--- src/rtl/pc_gen_if.sv ---
// pc_gen_if: fetch-side bundle between pc_gen, inst_if and the backend.
// master = pc_gen (drives fetch address/enable, accept, fault flag);
// slave = environment (drives inst_if stall, backend stall, redirects).
interface pc_gen_if #(
   parameter int XLEN = 64
);
   logic            stall_from_inst_if;
   logic            stall_from_backend;
   logic            redirect_valid;
   logic [XLEN-1:0] redirect_target;
   logic [XLEN-1:0] inst_address;
   logic            ce;
   logic            if_valid;
   logic [XLEN-1:0] if_pc;
   logic            misaligned;

   modport master (
      input  stall_from_inst_if,
      input  stall_from_backend,
      input  redirect_valid,
      input  redirect_target,
      output inst_address,
      output ce,
      output if_valid,
      output if_pc,
      output misaligned
   );

   modport slave (
      output stall_from_inst_if,
      output stall_from_backend,
      output redirect_valid,
      output redirect_target,
      input  inst_address,
      input  ce,
      input  if_valid,
      input  if_pc,
      input  misaligned
   );
endinterface

--- src/rtl/pc_gen.sv ---
// pc_gen: program counter owner ahead of the fetch stage.
// Ports: ACLK, ARESET (async, high); bus (pc_gen_if.master) carries
// inst_if/backend stalls, redirects, fetch address/enable, accept, fault.
module pc_gen #(
   parameter int                XLEN     = 64,
   parameter logic [XLEN-1:0]   RESET_PC = 64'h0000_0000_8000_0000
) (
   input  logic       ACLK,
   input  logic       ARESET,
   pc_gen_if.master   bus
);

   typedef enum logic [1:0] {
      IDLE  = 2'd0,
      REQ   = 2'd1,
      GAP   = 2'd2,
      FAULT = 2'd3
   } state_t;

   state_t          state, state_n;
   logic [XLEN-1:0] pc, pc_n;
   logic            redir_pend, redir_pend_n;
   logic [XLEN-1:0] redir_tgt, redir_tgt_n;
   logic            mis, mis_n;

   logic            done;
   logic            ld_en;
   logic [XLEN-1:0] ld_src;

   assign done = (state == REQ) & ~bus.stall_from_inst_if;

   always_ff @(posedge ACLK or posedge ARESET) begin
      if (ARESET) begin
         state      <= IDLE;
         pc         <= RESET_PC;
         redir_pend <= 1'b0;
         redir_tgt  <= '0;
         mis        <= 1'b0;
      end else begin
         state      <= state_n;
         pc         <= pc_n;
         redir_pend <= redir_pend_n;
         redir_tgt  <= redir_tgt_n;
         mis        <= mis_n;
      end
   end

   always_comb begin
      state_n      = state;
      pc_n         = pc;
      redir_pend_n = redir_pend;
      redir_tgt_n  = redir_tgt;
      mis_n        = mis;
      ld_en        = 1'b0;
      ld_src       = bus.redirect_target;

      unique case (state)
         IDLE, GAP: begin
            state_n = REQ;
            ld_en   = bus.redirect_valid;
         end
         REQ: begin
            if (!done) begin
               // Remember the latest redirect until the fetch retires.
               if (bus.redirect_valid) begin
                  redir_pend_n = 1'b1;
                  redir_tgt_n  = bus.redirect_target;
               end
            end else begin
               state_n      = GAP;
               redir_pend_n = 1'b0;
               if (bus.redirect_valid) begin
                  ld_en = 1'b1;
               end else if (redir_pend) begin
                  ld_en  = 1'b1;
                  ld_src = redir_tgt;
               end else if (!bus.stall_from_backend) begin
                  pc_n = pc + XLEN'(4);
               end
            end
         end
         FAULT: begin
            if (bus.redirect_valid) begin
               ld_en   = 1'b1;
               state_n = GAP;
            end
         end
      endcase

      // Any target load checks alignment; a bad one parks in FAULT.
      if (ld_en) begin
         pc_n = ld_src;
         if (|ld_src[1:0]) begin
            mis_n   = 1'b1;
            state_n = FAULT;
         end else begin
            mis_n = 1'b0;
         end
      end
   end

   assign bus.inst_address = pc;
   assign bus.ce           = (state == REQ);
   assign bus.if_pc        = pc;
   assign bus.misaligned   = mis;
   assign bus.if_valid     = done & ~redir_pend
                           & ~bus.redirect_valid
                           & ~bus.stall_from_backend;

endmodule

--- src/flat_wrapper.sv ---
// flat-port wrapper written by rule: the top's interface ports become plain ports
module pc_gen_flat 
#(
   parameter int                XLEN     = 64,
   parameter logic [XLEN-1:0]   RESET_PC = 64'h0000_0000_8000_0000
)
  (ACLK, ARESET, bus_stall_from_inst_if, bus_stall_from_backend, bus_redirect_valid, bus_redirect_target, bus_inst_address, bus_ce, bus_if_valid, bus_if_pc, bus_misaligned);
  pc_gen_if #(.XLEN(XLEN)) bus_i ();
  input  logic ACLK;
  input  logic ARESET;
  input wire logic [$bits(bus_i.stall_from_inst_if)-1:0] bus_stall_from_inst_if;
  input wire logic [$bits(bus_i.stall_from_backend)-1:0] bus_stall_from_backend;
  input wire logic [$bits(bus_i.redirect_valid)-1:0] bus_redirect_valid;
  input wire logic [$bits(bus_i.redirect_target)-1:0] bus_redirect_target;
  output wire logic [$bits(bus_i.inst_address)-1:0] bus_inst_address;
  output wire logic [$bits(bus_i.ce)-1:0] bus_ce;
  output wire logic [$bits(bus_i.if_valid)-1:0] bus_if_valid;
  output wire logic [$bits(bus_i.if_pc)-1:0] bus_if_pc;
  output wire logic [$bits(bus_i.misaligned)-1:0] bus_misaligned;
  assign bus_i.stall_from_inst_if = bus_stall_from_inst_if;
  assign bus_i.stall_from_backend = bus_stall_from_backend;
  assign bus_i.redirect_valid = bus_redirect_valid;
  assign bus_i.redirect_target = bus_redirect_target;
  assign bus_inst_address = bus_i.inst_address;
  assign bus_ce = bus_i.ce;
  assign bus_if_valid = bus_i.if_valid;
  assign bus_if_pc = bus_i.if_pc;
  assign bus_misaligned = bus_i.misaligned;
  pc_gen #(.XLEN(XLEN), .RESET_PC(RESET_PC)) u_core (.ACLK(ACLK), .ARESET(ARESET), .bus(bus_i));
endmodule
--- config.mk ---
export PLATFORM = sky130hd
export DESIGN_NAME = pc_gen_flat
export DESIGN_NICKNAME = d
export VERILOG_FILES = /design/src/rtl/pc_gen_if.sv /design/src/rtl/pc_gen.sv /design/src/flat_wrapper.sv
export SDC_FILE = /design/constraint.sdc
export NUM_CORES = 1
export LEC_CHECK = 0
export ABC_AREA = 1
export BUFFER_PORTS_ARGS = -buffer_cell sky130_fd_sc_hd__buf_2
export CAP_MARGIN = 40
export CORE_MARGIN = 1
export CORE_UTILIZATION = 45
export CTS_BUF_LIST = sky130_fd_sc_hd__clkbuf_4
export DETAILED_ROUTE_END_ITERATION = 8
export PLACE_DENSITY_LB_ADDON = 0.25
export SLEW_MARGIN = 30
export SYNTH_ARGS = -nofsm -noshare
export SYNTH_HDL_FRONTEND = slang
export SYNTH_SLANG_ARGS = --single-unit
--- constraint.sdc ---
create_clock -name ACLK -period 7 [get_ports ACLK]
set_clock_uncertainty 0.15 [all_clocks]
set_input_delay 1.75 -clock ACLK [delete_from_list [all_inputs] [get_ports ACLK]]
set_output_delay 1.75 -clock ACLK [all_outputs]
set_load 0.1 [all_outputs]
# After elaboration in Yosys (flattened, before gate mapping)
# Index checks and enable logic that the tools add are counted.
[word_totals] memories=0 romBits=0 wordCells=53 latch_bits=0 regBits=132 input_bits=69 output_inout_bits=131 mem_bits_rw=0
[op_classes] mux=23 n_addsub=1 shift=0 bitwise=9 mul=0 n_div=0 eq_ne=6 reduce_logical=9 n_lt_le_gt_ge=0
[op_table] operator="two-way mux 64 bit" count=10
[op_table] operator="adder 64 x 3 -> 64 bit, second input constant" count=1
[op_table] operator="two-way mux 2 bit" count=4
[op_table] operator="two-way mux 1 bit" count=7
[op_table] operator="case mux 2 bit (3 select lines)" count=1
[op_table] operator="nonzero test 2 bit" count=3
[op_table] operator="inverter 1 bit" count=5
[op_table] operator="AND reduction 5 bit" count=1
[op_table] operator="bitwise AND 1 bit" count=4
[op_table] operator="== test 2 bit, second input constant" count=2
[op_table] operator="inequality test 2 x 1 -> 1 bit, second input constant" count=2
[op_table] operator="OR reduction 2 bit" count=2
[op_table] operator="case mux 1 bit (3 select lines)" count=1
[op_table] operator="AND reduction 3 bit" count=1
[op_table] operator="== test 2 x 1 -> 1 bit, second input constant" count=1
[op_table] operator="zero test 2 bit" count=1
[op_table] operator="inequality test 2 bit, second input constant" count=1
[op_table] operator="AND reduction 2 bit" count=1

# Logic depth before layout (Yosys ltp)
[depth] ltp_word=7 ltp_mapped=13 depth_no_buf=11

# Worst setup path after synthesis
# Ideal clock, no wire load.
[synth_timing] kind="in2out" startpoint="in bus_redirect_valid" endpoint="out bus_if_valid" path_slack_ps=801 required_time_ps=5100 arrival_time_ps=4299 n_path_buf=1 stages=4 path_cell_list="nor2_2 inv_1 clkbuf_1 nor3_1"
[synth_between] elab_chain_len=3
[synth_rtl] element="start, declared" line_no="flat_wrapper.sv:13" text="input wire logic [$bits(bus_i.redirect_valid)-1:0] bus_redirect_valid;"
[synth_rtl] element="inverter 1 bit" line_no="pc_gen.sv:107" text="& ~bus.redirect_valid"
[synth_rtl] element="bitwise AND 1 bit" line_no="pc_gen.sv:107"
[synth_rtl] element="bitwise AND 1 bit" line_no="pc_gen.sv:108" text="& ~bus.stall_from_backend;"
[synth_rtl] element="end, declared" line_no="flat_wrapper.sv:17" text="output wire logic [$bits(bus_i.if_valid)-1:0] bus_if_valid;"
# Every way passes these cells.

# Final worst setup path
# Same ends and word-level chain as after synthesis.

==> qor.yml <==
run_status:
  outcome: "finished, final reports clean"
sta:
  slew_headroom_pct: 47.4
  finalSetupViolations: 0
  hold_viol_final: 0
  fin_crit_ns: 5.08
  fmax_mhz: 197
  setup_tns_ns: 0
  worst_pin_slew_ns: 0.790
  maxSlewViolCount: 0
  hold_ws_ns: 0.346
  fin_crit_sh_pct: 72.6
  rsz0062_at_grt: "no"
clock_tree:
  clk_latency_ns: 0.56
  cts_sinks: 132
  clockBufferDepth: 2
  cts_tree: "done"
  cts_buffers: 17
  cts_setup_buffers: 0
  h-tree-depth: 4
  cts_hold_buf: 0
  root_buffer: "clkbuf_4"
  clk_pin_slew_worst_paths_ns: 0.12
  post_cts_resize_count: 0
critical_path:
  crit_top_cell: "buf_2"
  end_kind: "output port"
  critPathLaunchType: "primary input"
  path_max_fanout: 16
  critPathArrivalTime_ns: 3.18
  critical_path_class: "in2out"
  slowest_stage: "buf_2"
  path_delay_family: "buffers and inverters"
  cp.required_ns: 5.10
  cpPeakStageDelay_ns: 0.46
  cp_cell_sequence: "buf_2, nor2_2, buf_4, inv_1, nor3_1, buf_2"
  crit_buf_inv: 4
synth:
  yosysUniqueCellTypes: 36
  ys_warn_count: 0
  synth_seq_cells: 132
  syn_avg_cell_area_sq_um: 6.57
  synth_fp_nets: 1437
  yosysSeqAreaShare_pct: 36.8
  synth_area_sq_um: 8980
  syn_inst: 1367
final_layout:
  multiInputGateArea_sq_um: 4190
  stdcell_count: 1753
  num-fill-cells: 2037
  syn2layout_area_growth_pct: 10.6
  drive_gt1_share_pct: 18.1
  seq_area_sq_um: 3300
  fin_util_pct: 50.9
  fin_nets: 1546
placed_design:
  dp.final_hpwl_microns: 21000
  port_buffers: 199
  gp_congestion: 0.930
  dp_cells: 1721
floorplan:
  initial_core_util_pct: 46.0
  die-area_sq_um: 20500
  dieHeight_microns: 143
  rows: 51
  core_area_sq_um: 19500
  die_x_microns: 143
  io_pins: 200
min_path:
  holdCritPathClass: "reg2reg"
detailed_routing:
  drc: 0
  route.detailed.vias_per_inst: 5.12
  wl_per_cell_microns: 16.4
  routed_wirelength_microns: 28800
  drtIter0Drc: 924
  num_vias: 8974
  ant_nets: 0
  first_pass_iters: 5
global_routing:
  grt_overflow: 0
  grt_max_degree: 85
  grt_antenna_before_repair: 1
  grt_pass1_vias: 7690
  track_usage_pct: 28.9
  grt_first_pass_wirelength_microns: 43900
run:
  max-cap-violations: 0
==> worst paths after layout <==
path                                            startpoint                                to  slack [ns]  depth (start not counted)
hold / removal             u_core.redir_tgt[7]$_DFFE_PP0P_   u_core.redir_tgt[7]$_DFFE_PP0P_        0.35                          2
min in group asynchronous                           ARESET   u_core.redir_tgt[2]$_DFFE_PP0P_        1.16                          2
max in group asynchronous                           ARESET  u_core.redir_tgt[53]$_DFFE_PP0P_        4.50                          4
setup reg to reg             u_core.redir_pend$_DFFE_PP0P_  u_core.bus.if_pc[13]$_DFFE_PP0P_        4.10                          9
setup / recovery                        bus_redirect_valid                      bus_if_valid        1.92                          6
hold reg to reg            u_core.redir_tgt[7]$_DFFE_PP0P_   u_core.redir_tgt[7]$_DFFE_PP0P_        0.35                          2
==> cell families after synthesis <==
| logic type | after synthesis | share of synthesized area, % |
|---|---|---|
| AO/OA/AOI/OAI | 246 | 15.4 |
| AND/OR/NAND/NOR | 666 | 30.2 |
| XOR/XNOR | 1 | 0.0976 |
| flip-flops | 132 | 36.8 |
| multiplexers | 6 | 0.752 |
| buffers and inverters | 315 | 16.7 |
| adder cells (fa/ha/maj) | 1 | 0.139 |
==> registers in the layout (all words and copies together) (netlist names) <==
signal,count
u_core.bus.if_pc,64
u_core.redir_tgt,64
u_core.state,2
u_core.bus.misaligned,1
u_core.redir_pend,1
==> synth_stat cells <==
master / count / area share [%]
o211ai_1: 19 / 1.6
inv_2: 6 / 0.25
nor3_1: 2 / 0.11
a21oi_2: 2 / 0.20
nor2_2: 4 / 0.28
nor2_4: 4 / 0.50
a21oi_1: 52 / 2.9
xor2_1: 1 / 0.098
a22oi_1: 3 / 0.25
nand3_1: 84 / 4.7
clkbuf_1: 25 / 1.0
dfstp_2: 1 / 0.29
o21ai_0: 116 / 6.5
o21ai_1: 20 / 1.1
nand3b_1: 2 / 0.17
mux2_2: 6 / 0.75
o21bai_1: 1 / 0.084
o22ai_1: 2 / 0.14
nand2_2: 4 / 0.28
dfrtp_1: 131 / 37
a21boi_0: 1 / 0.084
a21boi_1: 22 / 1.8
buf_4: 64 / 5.4
a31oi_1: 2 / 0.14
buf_2: 18 / 1.0
nand2_1: 385 / 16
a2bb2oi_1: 2 / 0.20
o31ai_1: 1 / 0.084
inv_1: 191 / 8.0
nor2_1: 166 / 6.9
ha_1: 1 / 0.14
buf_6: 7 / 0.88
o21ai_2: 3 / 0.29
nand2_4: 1 / 0.13
buf_1: 4 / 0.17
nand4_1: 14 / 0.98
==> stage by stage <==
step | setup slack, ns | instance area [sq um]
after global routing | 1.83 | 9930
after detailed placement | 1.96 | 9650
after floorplan | 0.801 | 8980
after global placement | 1.96 | 9610
final | 1.92 | 9930
after CTS | 1.95 | 9900
==> cells in the final DEF, fill, tap and decap left out, types with 5 or more instances in the layout <==
cell type  netlist  layout
clkbuf_4         0      19
buf_4           64       7
mux2_2           6       6
a21boi_1        22      22
o21ai_0        116     116
nand2_1        385     383
nand3_1         84      84
nand4_1         14      14
nor2_1         166     166
buf_2           18     199
a21oi_1         52      52
o21ai_1         20      20
inv_2            6       5
nand2_2          4       5
dfrtp_1        131     131
inv_1          191     190
o211ai_1        19      19
==> worst min-delay path, cell delays in order (launching register included) <==
cell and delay [ns]:
dfrtp_1 0.37, nand2_1 0.05, o21ai_0 0.05
==> layer usage <==
metal | GRT usage, % | vias to the layer above | wire, microns
met1 | 46.1 | 4104 | 14100
met3 | 4.49 | 38 | 2270
met4 | 9.07 | 0 | 494
li1 | - | 4465 | -
met2 | 38.7 | 367 | 11900
met5 | 0 | - | 0
==> final cells by class <==
| type | count | share of cell area, % |
|---|---|---|
| multi-input cells | 920 | 42.2 |
| flip-flops and latches | 132 | 33.3 |
| repair buffers | 208 | 11.1 |
| inverters | 197 | 7.52 |
| well taps | 265 | 3.34 |
| clock buffers | 19 | 1.44 |
| clock inverters | 11 | 1.15 |
| diodes | 1 | 0.0252 |
Power is not shown: default switching activity piles up to over one toggle a cycle in this logic, so the estimate is an artifact.
